File: src/rtl/inst_fetch_if.sv
// ---------------------------------------------------------------------------
// inst_fetch_if
// Bundles the instruction-fetch unit's bus signals: the instruction-memory
// read port, the redirect/halt control inputs from the core, and the IF/ID
// valid/ready output toward decode.
//
//   read_addr      fetch -> mem     word address, pc[ADDR_WIDTH+1:2]
//   read_data      mem   -> fetch   combinational instruction word
//   redirect_valid core  -> fetch   taken branch/jump this cycle
//   redirect_pc    core  -> fetch   redirect target byte address
//   halt_req       core  -> fetch   stop fetching
//   out_valid      fetch -> decode  IF/ID register holds an instruction
//   out_ready      decode-> fetch   decode accepts this cycle
//   out_instr      fetch -> decode  fetched instruction
//   out_pc         fetch -> decode  byte address of out_instr
//   out_pc_plus4   fetch -> decode  out_pc + 4 (mod 2^32)
//   fetch_fault    fetch -> core    misaligned redirect (only with
//                                   INST_FETCH_ALIGN_CHECK_EN defined)
//
// Modports: master = fetch unit side, slave = memory/core/decode side.
// ---------------------------------------------------------------------------
interface inst_fetch_if #(
    parameter int ADDR_WIDTH = 10,
    parameter int DATA_WIDTH = 32
);
    logic [ADDR_WIDTH-1:0] read_addr;
    logic [DATA_WIDTH-1:0] read_data;
    logic                  redirect_valid;
    logic [31:0]           redirect_pc;
    logic                  halt_req;
    logic                  out_valid;
    logic                  out_ready;
    logic [DATA_WIDTH-1:0] out_instr;
    logic [31:0]           out_pc;
    logic [31:0]           out_pc_plus4;
`ifdef INST_FETCH_ALIGN_CHECK_EN
    logic                  fetch_fault;
`endif

    modport master (
        output read_addr,
        input  read_data,
        input  redirect_valid,
        input  redirect_pc,
        input  halt_req,
        output out_valid,
        input  out_ready,
        output out_instr,
        output out_pc,
        output out_pc_plus4
`ifdef INST_FETCH_ALIGN_CHECK_EN
        ,
        output fetch_fault
`endif
    );

    modport slave (
        input  read_addr,
        output read_data,
        output redirect_valid,
        output redirect_pc,
        output halt_req,
        input  out_valid,
        output out_ready,
        input  out_instr,
        input  out_pc,
        input  out_pc_plus4
`ifdef INST_FETCH_ALIGN_CHECK_EN
        ,
        input  fetch_fault
`endif
    );
endinterface

File: src/rtl/inst_fetch.sv
// ---------------------------------------------------------------------------
// inst_fetch
// Instruction fetch unit for the MIPS core. Holds the program counter, drives
// the word address to the instruction memory, and captures the combinational
// read data into an IF/ID register with a valid/ready handshake to decode.
// Supports branch/jump redirect (one-bubble flush), decode back-pressure and
// a halt request.
//
// Ports:
//   clk    - single clock, rising edge
//   reset  - synchronous, active-high; overrides every other input
//   bus    - inst_fetch_if.master (memory port, redirect/halt, IF/ID output)
//
// Optional feature: define INST_FETCH_ALIGN_CHECK_EN to flag redirects whose
// target has non-zero low bits. The unit then raises fetch_fault and parks in
// FAULT until reset. Without the macro the low bits are silently cleared.
// ---------------------------------------------------------------------------
module inst_fetch #(
    parameter int          ADDR_WIDTH = 10,
    parameter int          DATA_WIDTH = 32,
    parameter logic [31:0] RESET_PC   = 32'h0000_0000
) (
    input  logic          clk,
    input  logic          reset,
    inst_fetch_if.master  bus
);

    typedef enum logic [1:0] {
        ST_BOOT   = 2'd0,
        ST_RUN    = 2'd1,
        ST_HALTED = 2'd2
`ifdef INST_FETCH_ALIGN_CHECK_EN
        ,
        ST_FAULT  = 2'd3
`endif
    } state_e;

    state_e                state_q, state_d;
    logic [31:0]           pc_q, pc_d;
    logic                  out_valid_q, out_valid_d;
    logic [DATA_WIDTH-1:0] out_instr_q, out_instr_d;
    logic [31:0]           out_pc_q, out_pc_d;
    logic [31:0]           out_pc_plus4_q, out_pc_plus4_d;
`ifdef INST_FETCH_ALIGN_CHECK_EN
    logic                  fault_q, fault_d;
    logic                  fault_set;
`endif

    // Control strobes decoded from state and inputs
    logic adv;            // IF/ID register is free or being drained this cycle
    logic redirect_take;  // redirect honoured in the current state
    logic capture;        // load read_data into the IF/ID register
    logic handshake;      // decode consumes the held instruction

    // -----------------------------------------------------------------------
    // FSM state register
    // -----------------------------------------------------------------------
    always_ff @(posedge clk) begin
        if (reset) begin
            state_q <= ST_BOOT;
        end else begin
            state_q <= state_d;
        end
    end

    // -----------------------------------------------------------------------
    // FSM next-state logic; redirect outranks halt in every live state
    // -----------------------------------------------------------------------
    always_comb begin
        state_d = state_q;
        case (state_q)
            ST_BOOT:   state_d = ST_RUN;
            ST_RUN:    if (bus.halt_req) state_d = ST_HALTED;
            ST_HALTED: state_d = ST_HALTED;
`ifdef INST_FETCH_ALIGN_CHECK_EN
            ST_FAULT:  state_d = ST_FAULT;
`endif
            default:   state_d = ST_BOOT;
        endcase
        if (redirect_take) begin
            state_d = ST_RUN;
        end
`ifdef INST_FETCH_ALIGN_CHECK_EN
        if (fault_set) begin
            state_d = ST_FAULT;
        end
`endif
    end

    // -----------------------------------------------------------------------
    // FSM output logic: strobes that steer the datapath
    // -----------------------------------------------------------------------
    always_comb begin
        adv           = !out_valid_q || bus.out_ready;
        handshake     = out_valid_q && bus.out_ready;
        redirect_take = bus.redirect_valid;
`ifdef INST_FETCH_ALIGN_CHECK_EN
        if (state_q == ST_FAULT) begin
            redirect_take = 1'b0;
        end
        fault_set = redirect_take && (bus.redirect_pc[1:0] != 2'b00);
`endif
        // A redirect flushes the fetch slot on the same edge, so nothing is
        // captured then even if the register could advance.
        capture = (state_q == ST_RUN) && !bus.redirect_valid && adv;
    end

    // -----------------------------------------------------------------------
    // Datapath next-value logic
    // -----------------------------------------------------------------------
    always_comb begin
        pc_d           = pc_q;
        out_valid_d    = out_valid_q;
        out_instr_d    = out_instr_q;
        out_pc_d       = out_pc_q;
        out_pc_plus4_d = out_pc_plus4_q;
`ifdef INST_FETCH_ALIGN_CHECK_EN
        fault_d        = fault_q | fault_set;
`endif

        if (redirect_take) begin
            // Target is word-aligned by dropping the byte offset.
            pc_d        = bus.redirect_pc & ~32'h0000_0003;
            out_valid_d = 1'b0;
        end else if (capture) begin
            pc_d           = pc_q + 32'd4;
            out_valid_d    = 1'b1;
            out_instr_d    = bus.read_data;
            out_pc_d       = pc_q;
            out_pc_plus4_d = pc_q + 32'd4;
        end else if (handshake) begin
            // Drained with no replacement (halted, booting or faulted).
            out_valid_d = 1'b0;
        end
    end

    // -----------------------------------------------------------------------
    // Datapath registers
    // -----------------------------------------------------------------------
    always_ff @(posedge clk) begin
        if (reset) begin
            pc_q           <= RESET_PC;
            out_valid_q    <= 1'b0;
            out_instr_q    <= '0;
            out_pc_q       <= 32'd0;
            out_pc_plus4_q <= 32'd0;
`ifdef INST_FETCH_ALIGN_CHECK_EN
            fault_q        <= 1'b0;
`endif
        end else begin
            pc_q           <= pc_d;
            out_valid_q    <= out_valid_d;
            out_instr_q    <= out_instr_d;
            out_pc_q       <= out_pc_d;
            out_pc_plus4_q <= out_pc_plus4_d;
`ifdef INST_FETCH_ALIGN_CHECK_EN
            fault_q        <= fault_d;
`endif
        end
    end

    // read_addr depends on the pc register only, never on an input.
    assign bus.read_addr    = pc_q[ADDR_WIDTH+1:2];
    assign bus.out_valid    = out_valid_q;
    assign bus.out_instr    = out_instr_q;
    assign bus.out_pc       = out_pc_q;
    assign bus.out_pc_plus4 = out_pc_plus4_q;
`ifdef INST_FETCH_ALIGN_CHECK_EN
    assign bus.fetch_fault  = fault_q;
`endif

endmodule

File: src/flat_wrapper.sv
// flat-port wrapper written by rule: the top's interface ports become plain ports
module inst_fetch_flat 
#(
    parameter int          ADDR_WIDTH = 10,
    parameter int          DATA_WIDTH = 32,
    parameter logic [31:0] RESET_PC   = 32'h0000_0000
)
  (clk, reset, bus_read_addr, bus_read_data, bus_redirect_valid, bus_redirect_pc, bus_halt_req, bus_out_valid, bus_out_ready, bus_out_instr, bus_out_pc, bus_out_pc_plus4);
  inst_fetch_if #(.ADDR_WIDTH(ADDR_WIDTH), .DATA_WIDTH(DATA_WIDTH)) bus_i ();
  input  logic clk;
  input  logic reset;
  output wire logic [$bits(bus_i.read_addr)-1:0] bus_read_addr;
  input wire logic [$bits(bus_i.read_data)-1:0] bus_read_data;
  input wire logic [$bits(bus_i.redirect_valid)-1:0] bus_redirect_valid;
  input wire logic [$bits(bus_i.redirect_pc)-1:0] bus_redirect_pc;
  input wire logic [$bits(bus_i.halt_req)-1:0] bus_halt_req;
  output wire logic [$bits(bus_i.out_valid)-1:0] bus_out_valid;
  input wire logic [$bits(bus_i.out_ready)-1:0] bus_out_ready;
  output wire logic [$bits(bus_i.out_instr)-1:0] bus_out_instr;
  output wire logic [$bits(bus_i.out_pc)-1:0] bus_out_pc;
  output wire logic [$bits(bus_i.out_pc_plus4)-1:0] bus_out_pc_plus4;
  assign bus_read_addr = bus_i.read_addr;
  assign bus_i.read_data = bus_read_data;
  assign bus_i.redirect_valid = bus_redirect_valid;
  assign bus_i.redirect_pc = bus_redirect_pc;
  assign bus_i.halt_req = bus_halt_req;
  assign bus_out_valid = bus_i.out_valid;
  assign bus_i.out_ready = bus_out_ready;
  assign bus_out_instr = bus_i.out_instr;
  assign bus_out_pc = bus_i.out_pc;
  assign bus_out_pc_plus4 = bus_i.out_pc_plus4;
  inst_fetch #(.ADDR_WIDTH(ADDR_WIDTH), .DATA_WIDTH(DATA_WIDTH), .RESET_PC(RESET_PC)) u_core (.clk(clk), .reset(reset), .bus(bus_i));
endmodule
File: config.mk
export PLATFORM = sky130hd
export DESIGN_NAME = inst_fetch_flat
export DESIGN_NICKNAME = d
export VERILOG_FILES = /design/src/rtl/inst_fetch_if.sv /design/src/rtl/inst_fetch.sv /design/src/flat_wrapper.sv
export SDC_FILE = /design/constraint.sdc
export NUM_CORES = 1
export LEC_CHECK = 0
export CORE_MARGIN = 2
export CORE_UTILIZATION = 61
export CTS_BUF_LIST = sky130_fd_sc_hd__clkbuf_4
export DETAILED_ROUTE_END_ITERATION = 7
export DONT_BUFFER_PORTS = 1
export PLACE_DENSITY_LB_ADDON = 0.08
export SYNTH_ARGS = -nofsm -noshare
export SYNTH_HDL_FRONTEND = slang
export SYNTH_SLANG_ARGS = --single-unit
File: constraint.sdc
create_clock -name clk -period 3.6 [get_ports clk]
set_input_delay 0.72 -clock clk [delete_from_list [all_inputs] [get_ports clk]]
set_output_delay 0.72 -clock clk [all_outputs]
set_load 0.02 [all_outputs]
-- Word-level counts from Yosys, hierarchy flattened
Index checks and enable logic that the tools add are counted.
- input port bits: 69
- output and inout bits: 107
- register bits: 131
- reductions and logical operators: 11
- equal/unequal tests: 4
- bitwise operators: 1
- add/subtract/negate cells: 1
- mux-type cells: 7
- operators with widths (cell ; number):
    $mux W32 ; 2
    $add A32 B3 Y32 const B ; 1
    $pmux W2 S3 ; 1
    $reduce_bool A2 Y1 ; 2
    $logic_and A1 B1 Y1 ; 3
    $mux W1 ; 3
    $ne A3 B3 Y1 const B ; 1
    $eq A2 B1 Y1 const B ; 1
    $eq A2 B2 Y1 const B ; 1
    $logic_not A1 Y1 ; 2
    $logic_not A2 Y1 ; 1
    $mux W2 ; 1
    $ne A2 B2 Y1 const B ; 1
    $reduce_and A2 Y1 ; 1
    $reduce_or A2 Y1 ; 1
    $logic_or A1 B1 Y1 ; 1
    $not A1 Y1 ; 1

-- Longest topological paths before layout
- depth in word-level cells: 5
- mapped depth: 8

-- Least setup slack after synthesis
No wires, ideal clock.
- path kind: in2reg
- from: input port bus_out_ready
- to: register u_core.out_instr_q[0], in the netlist u_core.bus.out_instr[0]
- library setup time: 0.070 ns
- slack: 1.667 ns
- data required time: 3.530 ns
- cell stages on the path: 6
- buffers on the path: 1
- arrival: 1.862 ns
- path through: nor2b_1 > nor2_2 > nand2_1 > clkbuf_1 > nand2_1 > a21oi_1
- word-level cells in the longest chain between the ends: 3
- RTL lines (what ; line ; text):
    start, declared ; flat_wrapper.sv:18 ; input wire logic [$bits(bus_i.out_ready)-1:0] bus_out_ready;
    $logic_or A1 B1 Y1 ; inst_fetch.sv:94 ; adv = !out_valid_q || bus.out_ready;
    $logic_and A1 B1 Y1 ; inst_fetch.sv:105 ; capture = (state_q == ST_RUN) && !bus.redirect_valid && adv;
    $reduce_and A2 Y1 (no source line) ; -- ;
    end signal, assigned ; inst_fetch.sv:153 ; out_instr_q <= out_instr_d;
    end, declared ; inst_fetch.sv:41 ; logic [DATA_WIDTH-1:0] out_instr_q, out_instr_d;
No other way between the ends.
A chain may end at the register's enable or synchronous reset.

-- Worst setup path in the final report
- from: register u_core.pc_q[3]
- to: register u_core.out_pc_plus4_q[30], in the netlist u_core.bus.out_pc_plus4[30]
- word-level cells in the longest chain between the ends: 1
- RTL lines (what ; line ; text):
    start, declared ; inst_fetch.sv:39 ; logic [31:0] pc_q, pc_d;
    start signal, assigned ; inst_fetch.sv:151 ; pc_q <= pc_d;
    $add A32 B3 Y32 ; inst_fetch.sv:130 ; out_pc_plus4_d = pc_q + 32'd4;
    end signal, assigned ; inst_fetch.sv:155 ; out_pc_plus4_q <= out_pc_plus4_d;
    end, declared ; inst_fetch.sv:43 ; logic [31:0] out_pc_plus4_q, out_pc_plus4_d;
No other way between the ends.

==> metrics.cfg <==
[final_layout]
final_cell_count_no_fill = 764
final_cell_area_um2 = 5740
layout_commonest_cell = nand2_1
diodes = 0
layout.nets = 715
post_route_cells_drive_above_1_share_pct = 7.93
n_fill_cell = 774
syn_to_final_growth_pct = 3.50
layout_common_cells = 159 x nand2_1, 125 x dfxtp_1, 72 x a21oi_1

[clock_network]
post_cts_buffers = 0
cts_resized = 0
cts_made_buffers = 17
clkTransAtPathRegs_ns = 0.11
cts.sinks = 125
ctsLongestPathBuffers = 2
cts_tree = built
cts_max_level = 4
cts_hold_buf = 0
root_buffer = clkbuf_4
clk_latency_ns = 0.52

[route]
avgViaCountPerCell = 5.92
vias = 4520
drc = 0
detail-route-antenna-nets = 0
routed_wl_mm = 13.5
first_iter_violations = 260
avgRoutedWirePerCell_um = 17.7
first_pass_iters = 5

[placed_design]
place_inst = 732
place.gp.congestion = 0.828
place_area_um2 = 5410
portBuffers = 0
hpwlAfterDp_mm = 9.14

[logic_synthesis]
synth_cell_types = 41
synthTopCellsByArea = dfxtp_1 45%, nand2_1 11%, a21oi_1 6.5%
synth_seq_cells = 125
ys_warn_count = 0
yosys.area.top_type_share_pct = 45.2
synth_top_cell_by_area = dfxtp_1
netlist_instances = 690
ys_seq_area_share_pct = 45.2
synth.avg_cell_area_um2 = 8.03
syn_area_um2 = 5540

[setup_path]
r2r-start = u_core.pc_q[3]$_SDFFE_PP0P_
crit_arrival_ns = 3.10
crit_fanout = 7
required_ns = 4.03
cp-startpoint = u_core.pc_q[3]$_SDFFE_PP0P_
end_kind = flop
cp-start-kind = flop
path_class = flop to flop

[sta]
hold_viol = 0
rsz0062_at_grt = no
fin_crit_ns = 2.67
finalMaxSlewViolations = 0
relSlewSlack_pct = 37.1
holdWs_ns = 0.271
post-route-period-util_pct = 74.2
final.setup.tns_ns = 0
timing.fmax_mhz = 374
final.setup_skew_ns = 0.0237
finalSetupViolCount = 0
tightestPinTransition_ns = 0.935

[min_path]
min_from = reset
hold_class = primary input to flop

[pwr]
irDropWorstVdd_uv = 278
total_power_uw = 2950
power_per_cell_area_nw_per_um2 = 514
cellLeakagePower_uw = 0.00189

[grt]
grt_pass1_vias = 4218
grt.overflow.total = 0
grt_pass1_wl_mm = 21.4
antenna_found_initial = 0
grt_max_degree = 128
track_usage_pct = 27.3

[run]
maxCapViolCount = 0

[outcome]
status = completed

[floorplanning]
rows = 34
die_h_um = 99.3
pin_count = 176
core_um2 = 8760
die_w_um = 99.3
start_util_pct = 63.2
die-area_um2 = 9860

-- synth_stat cells --
cell and number:
nor4_4 2, nand3_4 1, buf_4 14, xnor2_1 19
nand2_1 160, nand4_1 20, clkbuf_2 2, o31ai_2 1
nor2_2 1, buf_1 7, clkbuf_1 36, buf_2 15
nor3_1 8, a21oi_1 72, nor2b_1 1, nand2b_1 2
and4_1 2, and2_1 1, a211oi_2 7, or2_2 1
nand4b_2 1, mux2i_1 2, and4b_1 1, xor2_1 29
a211oi_1 36, ha_1 3, conb_1 1, or3_1 4
nand3_1 21, inv_1 6, nor2_1 61, o21ai_0 4
nor3b_1 1, a311oi_1 4, o31ai_1 2, nor4_1 6
and3_1 5, o31a_1 1, and2b_1 1, dfxtp_1 125
o22ai_1 4
-- path summary, 6_finish.rpt --
check,slack [ns],endpoint,cells after the start
worst max-delay path,0.93,u_core.bus.out_pc_plus4[30]$_SDFFE_PP0P_,6
worst min-delay path,0.27,u_core.bus.out_instr[18]$_SDFFE_PP0P_,1
worst max register to register,0.93,u_core.bus.out_pc_plus4[30]$_SDFFE_PP0P_,6
worst min register to register,0.47,u_core.bus.out_pc[30]$_SDFFE_PP0P_,2
-- logic make-up after synthesis --
logic type / Yosys count / synth area share (%)
flops: 125 / 45.2
buf+inv: 80 / 6.75
compound gates: 131 / 15.1
simple gates: 300 / 24.3
mux: 2 / 0.361
xor+xnor: 48 / 7.59
other cells: 1 / 0.0677
fa+ha+maj: 3 / 0.677
-- stage by stage --
step           util [%]  setup slack (ns)
6_report           65.4             0.929
5_1_grt            65.4             0.794
4_1_cts            65.4              1.01
3_5_place_dp       61.7              1.04
3_3_place_gp       61.7              1.08
2_1_floorplan         -              1.67
-- cell type report --
class	count	area, µm²	area share (%)
Clock buffer	18	135	2.36
Clock inverter	14	194	3.38
Inverter	6	22.5	0.393
Multi-Input combinational cell	488	2680	46.8
Sequential cell	125	2500	43.6
Tap cell	108	135	2.36
Timing Repair Buffer	5	62.6	1.09
-- flip-flops by register name, indices dropped and copies added (netlist names) --
| name | count |
|---|---|
| u_core.bus.out_pc | 30 |
| u_core.pc_q | 30 |
| u_core.bus.out_valid | 1 |
| u_core.bus.out_pc_plus4 | 30 |
| u_core.state_q | 2 |
| u_core.bus.out_instr | 32 |
-- critical path: stages, from the launching register on --
cell,delay [ns]
dfxtp_1,0.60
ha_1,0.32
nand4_1,0.21
nor4_1,0.83
nand3_1,0.21
xnor2_1,0.20
a211oi_1,0.22
-- metal layers --
metal | vias to the layer above | track usage, % | routed length, µm
met5 | - | 0 | 0
met4 | 0 | 7.48 | 248
met3 | 23 | 10.6 | 1370
met2 | 207 | 43.2 | 6280
met1 | 2064 | 34.9 | 5600
li1 | 2226 | - | -
-- power by group --
part           internal, µW  switching [µW]
sequential             1460             165
clock                   560             531
combinational          91.9             143
No activity file was read; power rests on OpenSTA's default activity.
